## src/rtl/gate_test_pkg.sv

```systemverilog
// Shared types and constants for the gate self-test sequencer.
// The table below holds the default stimulus/expected-O pairs for the 7-input gate.
package gate_test_pkg;

  localparam int DUT_W     = 7;
  localparam int ROM_DEPTH = 16;
  localparam int ROM_AW    = 4;

  typedef enum logic [2:0] {
    S_IDLE   = 3'd0,
    S_APPLY  = 3'd1,
    S_SETTLE = 3'd2,
    S_CHECK  = 3'd3,
    S_DONE   = 3'd4
  } state_t;

  // Entry 0 sits in the least significant slice; unused entries are never addressed.
  localparam logic [ROM_DEPTH-1:0][DUT_W-1:0] DEF_STIM = {
    {11{7'b0000000}},
    7'b1100001,
    7'b0000110,
    7'b0000000,
    7'b0000001,
    7'b0000000
  };

  localparam logic [ROM_DEPTH-1:0] DEF_EXP = 16'b0000_0000_0001_0101;

endpackage

```

## src/rtl/gate_vec_rom.sv

```systemverilog
// Combinational vector lookup: index -> {stimulus, expected O}.
// Kept separate so the table can be swapped without touching the sequencer FSM.
module gate_vec_rom
  import gate_test_pkg::*;
#(
  parameter int IDX_W = 4
) (
  input  logic [IDX_W-1:0] idx,
  output logic [DUT_W-1:0] stim,
  output logic             expected
);

  logic [ROM_AW-1:0] addr;

  assign addr     = ROM_AW'(idx);
  assign stim     = DEF_STIM[addr];
  assign expected = DEF_EXP[addr];

endmodule

```

## src/rtl/gate_test_sequencer.sv

```systemverilog
// On-chip self-test sequencer: applies each table vector to the gate, waits a
// settle time, compares O against the expected value and tallies mismatches.
module gate_test_sequencer
  import gate_test_pkg::*;
#(
  parameter int NUM_VEC    = 5,
  parameter int SETTLE_CYC = 2,
  parameter int IDX_W      = 4
) (
  input  logic             clk,
  input  logic             rst_n,
  input  logic             start,
  input  logic             abort,
  input  logic             dut_o,
  output logic [DUT_W-1:0] dut_in,
  output logic             busy,
  output logic             done,
  output logic             pass,
  output logic [IDX_W-1:0] fail_count,
  output logic [IDX_W-1:0] first_fail_idx
);

  localparam int CNT_W = (SETTLE_CYC > 1) ? $clog2(SETTLE_CYC) : 1;
  localparam logic [IDX_W-1:0] ALL_ONES = '1;
  localparam logic [IDX_W-1:0] LAST_IDX = IDX_W'(NUM_VEC - 1);
  localparam logic [CNT_W-1:0] CNT_LOAD = CNT_W'(SETTLE_CYC - 1);

  state_t           state, state_nxt;
  logic [IDX_W-1:0] idx, idx_nxt;
  logic [CNT_W-1:0] cnt, cnt_nxt;
  logic [DUT_W-1:0] dut_in_nxt;
  logic [IDX_W-1:0] fail_count_nxt, first_fail_nxt;
  logic [DUT_W-1:0] rom_stim;
  logic             rom_exp;

  gate_vec_rom #(.IDX_W(IDX_W)) u_rom (
    .idx      (idx),
    .stim     (rom_stim),
    .expected (rom_exp)
  );

  // start is a level sampled only in IDLE/DONE; abort wins over everything
  // and is ignored in IDLE, where there is nothing to abort.
  always_comb begin
    state_nxt      = state;
    idx_nxt        = idx;
    cnt_nxt        = cnt;
    dut_in_nxt     = dut_in;
    fail_count_nxt = fail_count;
    first_fail_nxt = first_fail_idx;
    if (abort && state != S_IDLE) begin
      state_nxt  = S_IDLE;
      dut_in_nxt = '0;
    end else begin
      case (state)
        S_IDLE, S_DONE: begin
          if (start) begin
            state_nxt      = S_APPLY;
            idx_nxt        = '0;
            fail_count_nxt = '0;
            first_fail_nxt = ALL_ONES;
          end
        end
        S_APPLY: begin
          dut_in_nxt = rom_stim;
          cnt_nxt    = CNT_LOAD;
          state_nxt  = S_SETTLE;
        end
        S_SETTLE: begin
          if (cnt == '0) state_nxt = S_CHECK;
          else           cnt_nxt   = cnt - 1'b1;
        end
        S_CHECK: begin
          if (dut_o != rom_exp) begin
            if (fail_count != ALL_ONES) fail_count_nxt = fail_count + 1'b1;
            if (first_fail_idx == ALL_ONES) first_fail_nxt = idx;
          end
          if (idx == LAST_IDX) begin
            state_nxt = S_DONE;
          end else begin
            idx_nxt   = idx + 1'b1;
            state_nxt = S_APPLY;
          end
        end
        default: begin
          state_nxt  = S_IDLE;
          dut_in_nxt = '0;
        end
      endcase
    end
  end

  always_ff @(posedge clk) begin
    if (!rst_n) begin
      state          <= S_IDLE;
      idx            <= '0;
      cnt            <= '0;
      dut_in         <= '0;
      fail_count     <= '0;
      first_fail_idx <= ALL_ONES;
    end else begin
      state          <= state_nxt;
      idx            <= idx_nxt;
      cnt            <= cnt_nxt;
      dut_in         <= dut_in_nxt;
      fail_count     <= fail_count_nxt;
      first_fail_idx <= first_fail_nxt;
    end
  end

  assign busy = (state == S_APPLY) || (state == S_SETTLE) || (state == S_CHECK);
  assign done = (state == S_DONE);
  assign pass = done && (fail_count == '0);

endmodule

```

## config.mk

```make
export PLATFORM = sky130hd
export DESIGN_NAME = gate_test_sequencer
export DESIGN_NICKNAME = d
export VERILOG_FILES = /design/src/rtl/gate_test_pkg.sv /design/src/rtl/gate_vec_rom.sv /design/src/rtl/gate_test_sequencer.sv
export SDC_FILE = /design/constraint.sdc
export NUM_CORES = 1
export LEC_CHECK = 0
export ABC_AREA = 1
export ABC_CLOCK_PERIOD_IN_PS = 2750
export CORE_MARGIN = 2
export CORE_UTILIZATION = 55
export DETAILED_ROUTE_END_ITERATION = 16
export PLACE_DENSITY = 0.83
export SLEW_MARGIN = 20
export SYNTH_ARGS = -nofsm -noshare
export SYNTH_HDL_FRONTEND = slang
export SYNTH_SLANG_ARGS = --single-unit
```

## constraint.sdc

```tcl
create_clock -name clk -period 2.75 [get_ports clk]
set_input_delay 0.55 -clock clk [delete_from_list [all_inputs] [get_ports clk]]
set_output_delay 0.55 -clock clk [all_outputs]
set_load 0.02 [all_outputs]
```

==> results of run 1 <==
## metrics by stage
stage | worst slack, ps | instance area (um2)
floorplan | 1040 | 1290
global placement | 813 | 1490
detailed placement | 736 | 1490
CTS | 449 | 1520
global route | 365 | 1520
finish | 459 | 1520
## cells by family (layout without fill, tap and decap cells)
logic type               count (synthesis)  count (layout)  share of synthesized area (%)
adder cells (fa/ha/maj)                  4               4                           3.88
AO/OA/AOI/OAI                           18              18                           9.21
buffers and inverters                   33              52                           11.3
XOR/XNOR                                 2               2                           1.36
flip-flops                              23              23                           35.7
AND/OR/NAND/NOR                         98              98                           38.2
other                                    1               2                          0.291
## worst max-delay path, delay by kind of cell (launching register included)
kind | cells | cell delay [ps]
buffers and inverters | 2 | 770
DFF | 1 | 390
and+or+nand+nor | 2 | 280
## path summary, 6_finish.rpt
kind,startpoint,endpoint,slack [ps],cells after the start
setup reg to reg,state[1]$_SDFFE_PP0P_,rom_exp$_SDFF_PP0_,930,9
hold reg to reg,cnt$_SDFFE_PN0P_,cnt$_SDFFE_PN0P_,470,2
hold / removal,cnt$_SDFFE_PN0P_,cnt$_SDFFE_PN0P_,470,2
setup / recovery,state[0]$_SDFFE_PP0P_,pass,460,4
## flip-flops by register name, summed over array words and instances (netlist names)
name,count
rom_stim,3
idx,4
rom_exp,1
dut_in,3
fail_count,4
first_fail_idx,4
state,3
cnt,1
## metal layers
metal / track usage (%) / vias up / part of all wire [%]
li1: - / 606 / -
met1: 29.4 / 526 / 45
met2: 39.6 / 19 / 51
met3: 3.43 / 4 / 3.4
met4: 5.13 / 0 / 0.86
met5: 0 / - / 0
## Yosys cell counts, types with 2 or more instances
cell type and count:
sky130_fd_sc_hd__nand4_1 2, sky130_fd_sc_hd__nor2_2 3, sky130_fd_sc_hd__ha_1 4, sky130_fd_sc_hd__nand3_1 16, sky130_fd_sc_hd__nand2_2 7, sky130_fd_sc_hd__nor3_1 4
sky130_fd_sc_hd__nor2_1 8, sky130_fd_sc_hd__dfxtp_1 23, sky130_fd_sc_hd__a21oi_2 2, sky130_fd_sc_hd__inv_2 3, sky130_fd_sc_hd__a22o_1 3, sky130_fd_sc_hd__o21ai_0 4
sky130_fd_sc_hd__inv_1 23, sky130_fd_sc_hd__nand3_2 5, sky130_fd_sc_hd__nand2_1 48, sky130_fd_sc_hd__buf_4 5, sky130_fd_sc_hd__a21oi_1 7
## power groups by stage
stage / Combinational, mW / Sequential, mW / Clock [mW]
6_report: 0.929 / 0.530 / 0.155
5_1_grt: 1.05 / 0.543 / 0.171
4_1_cts: 0.929 / 0.529 / 0.157
3_5_place_dp: 0.923 / 0.538 / 0
3_3_place_gp: 0.893 / 0.531 / 0
2_1_floorplan: 0.690 / 0.544 / 0
## area by class of cell
cell class / count / area share [%]
flip-flops and latches: 23 / 30.3
multi-input cells: 124 / 45.2
clock buffers: 4 / 1.73
inverters: 27 / 6.83
repair buffers: 21 / 13.7
well taps: 28 / 2.30
==> metrics.txt, run 1 <==
run status completed; Synth Warn # 0; cell row count 17; TritonCTS clock tree built; RePlAce Congestion about 0.89; net switching power a little under 0.8 mW; critical path capture point type output port; Int Power between 0.8 and 0.9 mW; average size of a mapped cell slightly above 7 um2; Setup TNS 0 ps; PortBufs 20; number of buffers added to fix hold violations after cts 0; Total GRT Usage a little under a quarter; Peak Freq 436 MHz; Max Transition Viols Final 0; Req. time, crit path ~2200 ps; instance count of the mapped netlist about 180; actual slew at the worst max-slew pin about 610 ps; antenna violations before repair 0; clock latency on the worst-skew pair approximately 300 ps; IO Count 23; Static Leakage ~0.73 nW; number of register bits inferred by synthesis 23; switching power share of the total 49.2%; FF/Latch Area around 460 um2; final worst path period need approximately 2300 ps; post-detailed-route DRC marker count 0; final number of hold-violating endpoints 0; number of failing setup endpoints in the final timing report 0; Syn-to-layout area delta 17.8%; floorplan die width between 50 and 60 um; net count of the finished layout about 210; setup repair after global routing missed its margin no; total half-perimeter wirelength after legalization and detailed placement about 2.1 mm; category of the most critical setup path reg2out; largest stage delay on the critical path 620 ps; # Post-CTS Setup Buffers 0; sequential fraction of the synthesis area 35.7%; first-pass GRT wire length roughly 4.7 mm; routed wire length roughly 2.7 mm; number of instances resized during post-cts repair 0; area of the die 2750 um2; worst-path maximum fanout 5; sequential group share of total power between 30% and 40%; leading cell types in the layout, fill and taps excluded sky130_fd_sc_hd__nand2_1 (48), sky130_fd_sc_hd__inv_1 (23), sky130_fd_sc_hd__dfxtp_1 (23); Syn Std Cell Area about 1300 um2; clock transition at the register clock pins on the worst setup and hold paths after CTS ~130 ps; number of detailed-route iterations in the first pass 4; CORE AREA around 2200 um2; prevailing post-synth register cell sky130_fd_sc_hd__dfxtp_1; DP Cell Count 223; worst-case hold slack roughly 470 ps; arrival time at the worst endpoint 1740 ps; pin count of the biggest net entering global routing 13; Setup crit start kind flop; total grt overflow 0; most common cell after layout, fill and taps aside sky130_fd_sc_hd__nand2_1; filler cell count in the final layout approximately 200; power per unit of standard cell area roughly 1100 nW/um2; Gate power share a little under three fifths; antenna diode count 0; starting utilization of the core area about three fifths; relative slew slack 59.1%; Starting DRT DRC Count 24; clock root buffer sky130_fd_sc_hd__clkbuf_4; vias after detailed routing 1155; critical path cell sequence inv_1 > nand2_2 > nor3_1 > clkdlybuf4s50_1; Via density 5.09; Yosys top cell by area sky130_fd_sc_hd__dfxtp_1; share of flip-flops with an asynchronous set or reset 0%; via count of the first global-routing pass roughly 1100; final worst path period share between 80% and 90%; total power 1.62 mW; Die Span Y about 52 um; worst min-delay path class reg2reg; largest buffer count on any clock path 2; largest cells by area after synthesis sky130_fd_sc_hd__dfxtp_1 (36%), sky130_fd_sc_hd__nand2_1 (14%), sky130_fd_sc_hd__inv_1 (6.7%), sky130_fd_sc_hd__nand3_1 (6.2%), sky130_fd_sc_hd__ha_1 (3.9%); area of combinational cells with multiple inputs ~700 um2; Final ANT Viol Nets 0; TritonCTS Sinks 23; filler-free cell count of the finished design 227; layout cell share with drive strength beyond 1 between 10% and 20%; fraction of post-synthesis cell area in the top cell type by area a little over a third; Slowest cell on crit path sky130_fd_sc_hd__clkdlybuf4s50_1; count of flip-flops with a built-in enable after synthesis 0; H-tree levels 1; largest clock skew in the final design 6.43 ps; number of buffers inserted during clock tree synthesis 3; worst IR drop on VDD 0.804 mV; number of distinct library cells after synthesis 29; final design utilization 68.7%; number of maximum-capacitance constraint violations 0; post-detailed-route wirelength per cell between 10 and 15 um; fraction of power consumed by the clock network 9.6%
No activity file was read; power rests on OpenSTA's default activity.
==> inputs of run 2 (changes only) <==
--- a/config.mk
+++ b/config.mk
@@ -6,11 +6,11 @@
 export NUM_CORES = 1
 export LEC_CHECK = 0
 export ABC_AREA = 1
-export ABC_CLOCK_PERIOD_IN_PS = 2750
+export ABC_CLOCK_PERIOD_IN_PS = 2100
 export CORE_MARGIN = 2
-export CORE_UTILIZATION = 55
+export CORE_UTILIZATION = 46
 export DETAILED_ROUTE_END_ITERATION = 16
-export PLACE_DENSITY = 0.83
+export PLACE_DENSITY = 0.74
 export SLEW_MARGIN = 20
 export SYNTH_ARGS = -nofsm -noshare
 export SYNTH_HDL_FRONTEND = slang
==> constraint.sdc (replaced) <==
create_clock -name clk -period 2.1 [get_ports clk]
set_input_delay 0.42 -clock clk [delete_from_list [all_inputs] [get_ports clk]]
set_output_delay 0.42 -clock clk [all_outputs]
set_load 0.02 [all_outputs]
==> metrics.txt, run 2 (synthesis gave the netlist of run 1 again) <==
floorplan die width 57.0 um (was 52.4 um); Syn-to-layout area delta 18.9% (was 17.8%); first-pass GRT wire length 4.24 mm (was 4.71 mm); total power 2.11 mW (was 1.62 mW); Setup crit start kind flop (unchanged); Static Leakage 0.762 nW (was 0.730 nW); DP Cell Count 227 (was 223); RePlAce Congestion 0.879 (was 0.888); clock transition at the register clock pins on the worst setup and hold paths after CTS 120 ps (was 130 ps); leading cell types in the layout, fill and taps excluded sky130_fd_sc_hd__nand2_1 (48), sky130_fd_sc_hd__inv_1 (23), sky130_fd_sc_hd__dfxtp_1 (23) (unchanged); filler-free cell count of the finished design 231 (was 227); worst-path maximum fanout 5 (unchanged); clock latency on the worst-skew pair 310 ps (was 300 ps); Starting DRT DRC Count 43 (was 24); IO Count 23 (unchanged); Gate power share 57.5% (about the same); worst min-delay path class reg2reg (unchanged); critical path capture point type output port (unchanged); arrival time at the worst endpoint 1550 ps (was 1740 ps); run status completed (unchanged); worst IR drop on VDD 0.927 mV (was 0.804 mV); Final ANT Viol Nets 0 (unchanged); setup repair after global routing missed its margin no (unchanged); total half-perimeter wirelength after legalization and detailed placement 2.07 mm (was 2.11 mm); # Post-CTS Setup Buffers 0 (unchanged); Peak Freq a little over 500 MHz; layout cell share with drive strength beyond 1 16.0% (was 15.1%); Total GRT Usage 16.2% (was 22.7%); Req. time, crit path 1680 ps (was 2200 ps); cell count of the worst hold path 2 (unchanged); pin count of the biggest net entering global routing 14 (was 13); net count of the finished layout 210 (was 209); post-layout worst setup margin 126 ps (was 459 ps); PortBufs 20 (unchanged); FF/Latch Area 460 um2 (unchanged); net switching power 1.04 mW (was 0.795 mW); number of detailed-route iterations in the first pass 6 (was 4); Via density 5.05 (was 5.09); TritonCTS clock tree built (unchanged); final number of hold-violating endpoints 0 (unchanged); fraction of power consumed by the clock network 9.7% (was 9.6%); CORE AREA 2710 um2 (was 2210 um2); antenna diode count 0 (unchanged); clock root buffer sky130_fd_sc_hd__clkbuf_4 (unchanged); relative slew slack 62.2% (was 59.1%); total grt overflow 0 (unchanged); vias after detailed routing 1167 (was 1155); cell row count 19 (was 17); TritonCTS Sinks 23 (unchanged); category of the most critical setup path reg2out (unchanged); final worst path period need approximately 2000 ps; final worst path period share a little over nine tenths; actual slew at the worst max-slew pin 563 ps (was 609 ps); antenna violations before repair 0 (unchanged); area of the die 3240 um2 (was 2750 um2); routed wire length 2.64 mm (was 2.68 mm); largest clock skew in the final design 6.32 ps (was 6.43 ps); Setup TNS 0 ps (unchanged); largest buffer count on any clock path 2 (unchanged); Die Span Y 57.0 um (was 52.4 um); critical path cell sequence nor2_2 > nor2_1 > clkdlybuf4s50_1 (was inv_1 > nand2_2 > nor3_1 > clkdlybuf4s50_1); sequential group share of total power 32.8% (about the same); power per unit of standard cell area 1380 nW/um2 (was 1060 nW/um2); filler cell count in the final layout 278 (was 201); largest stage delay on the critical path 610 ps (was 620 ps); Slowest cell on crit path sky130_fd_sc_hd__clkdlybuf4s50_1 (unchanged); starting utilization of the core area 47.6% (was 58.3%); via count of the first global-routing pass 1073 (was 1096); post-detailed-route wirelength per cell 11.4 um (was 11.8 um); Worst Setup Slack post-DPL 267 ps (was 736 ps); number of maximum-capacitance constraint violations 0 (unchanged); worst r2r path cells 11 (was 9); most common cell after layout, fill and taps aside sky130_fd_sc_hd__nand2_1 (unchanged); number of failing setup endpoints in the final timing report 0 (unchanged); post-detailed-route DRC marker count 0 (unchanged); switching power share of the total 49.1% (was 49.2%); area of combinational cells with multiple inputs 687 um2 (unchanged); H-tree levels 1 (unchanged); Int Power 1.07 mW (was 0.820 mW); registers with the highest flip-flop counts fail_count: 4 flops, first_fail_idx: 4 flops, idx: 4 flops (unchanged); number of buffers inserted during clock tree synthesis 3 (unchanged); Max Transition Viols Final 0 (unchanged)
run 2: cell count changes in the layout (fill, tap and decap cells not counted), sizes merged:
cell	previous run	this run
clkinv	0	1
dlygate4sd2	0	1
buf	1	2
clkdlybuf4s50	20	18
clkbuf	4	3
dlymetal6s2s	0	1
run 2: final cells by class:
cell class                      instances  share of cell area [%]
Tap cell                               31                    2.53
Inverter                               27                    6.77
Sequential cell                        23                    30.0
Clock buffer                            3                    1.47
Timing Repair Buffer                   22                    14.1
Multi-Input combinational cell        124                    44.8
Clock inverter                          1                   0.326
run 2: power by group through the flow:
stage                     registers [mW]  clock network (mW)  logic [mW]
after global routing               0.709               0.234        1.36
final                              0.692               0.206        1.21
after floorplan                    0.713                   0       0.903
after CTS                          0.691               0.218        1.21
after global placement             0.696                   0        1.18
after detailed placement           0.703                   0        1.21
run 2: timing repair:
action | 4_1_cts | 5_1_grt
hold buffers | 0 | 0
setup endpoints to repair | 1 | 1
endpoints found under the hold margin | 0 | 0
gates resized for setup | 1 | 1
run 2: metrics by stage:
| step | hold WS (ps) | utilization, % | instance area (um2) |
|---|---|---|---|
| after floorplan | 438 | - | 1290 |
| after global placement | 453 | 55.5 | 1510 |
| after detailed placement | 457 | 55.5 | 1510 |
| after CTS | 475 | 56.5 | 1530 |
| after global routing | 511 | 56.6 | 1530 |
| final | 479 | 56.6 | 1530 |
run 2: worst paths after layout:
| path | startpoint | to | slack (ps) |
|---|---|---|---|
| worst max-delay path | state[1]$_SDFFE_PP0P_ | busy | 130 |
| worst min-delay path | cnt$_SDFFE_PN0P_ | cnt$_SDFFE_PN0P_ | 480 |
| worst max register to register | idx[0]$_SDFFE_PN0N_ | rom_exp$_SDFF_PP0_ | 400 |
| worst min register to register | cnt$_SDFFE_PN0P_ | cnt$_SDFFE_PN0P_ | 480 |
run 2: metal layers:
metal / wire length, um / up-vias / global-route usage (%)
met5: 0 / - / 0
met4: 22 / 0 / 6.98
met3: 97 / 2 / 2.27
met2: 1320 / 20 / 27.6
met1: 1190 / 541 / 20.5
li1: - / 604 / -
run 2: worst max-delay path: cells and delay by family (launching register included):
family | cells | cell delay (ps)
and+or+nand+nor | 2 | 190
buffers and inverters | 1 | 610
DFF | 1 | 450
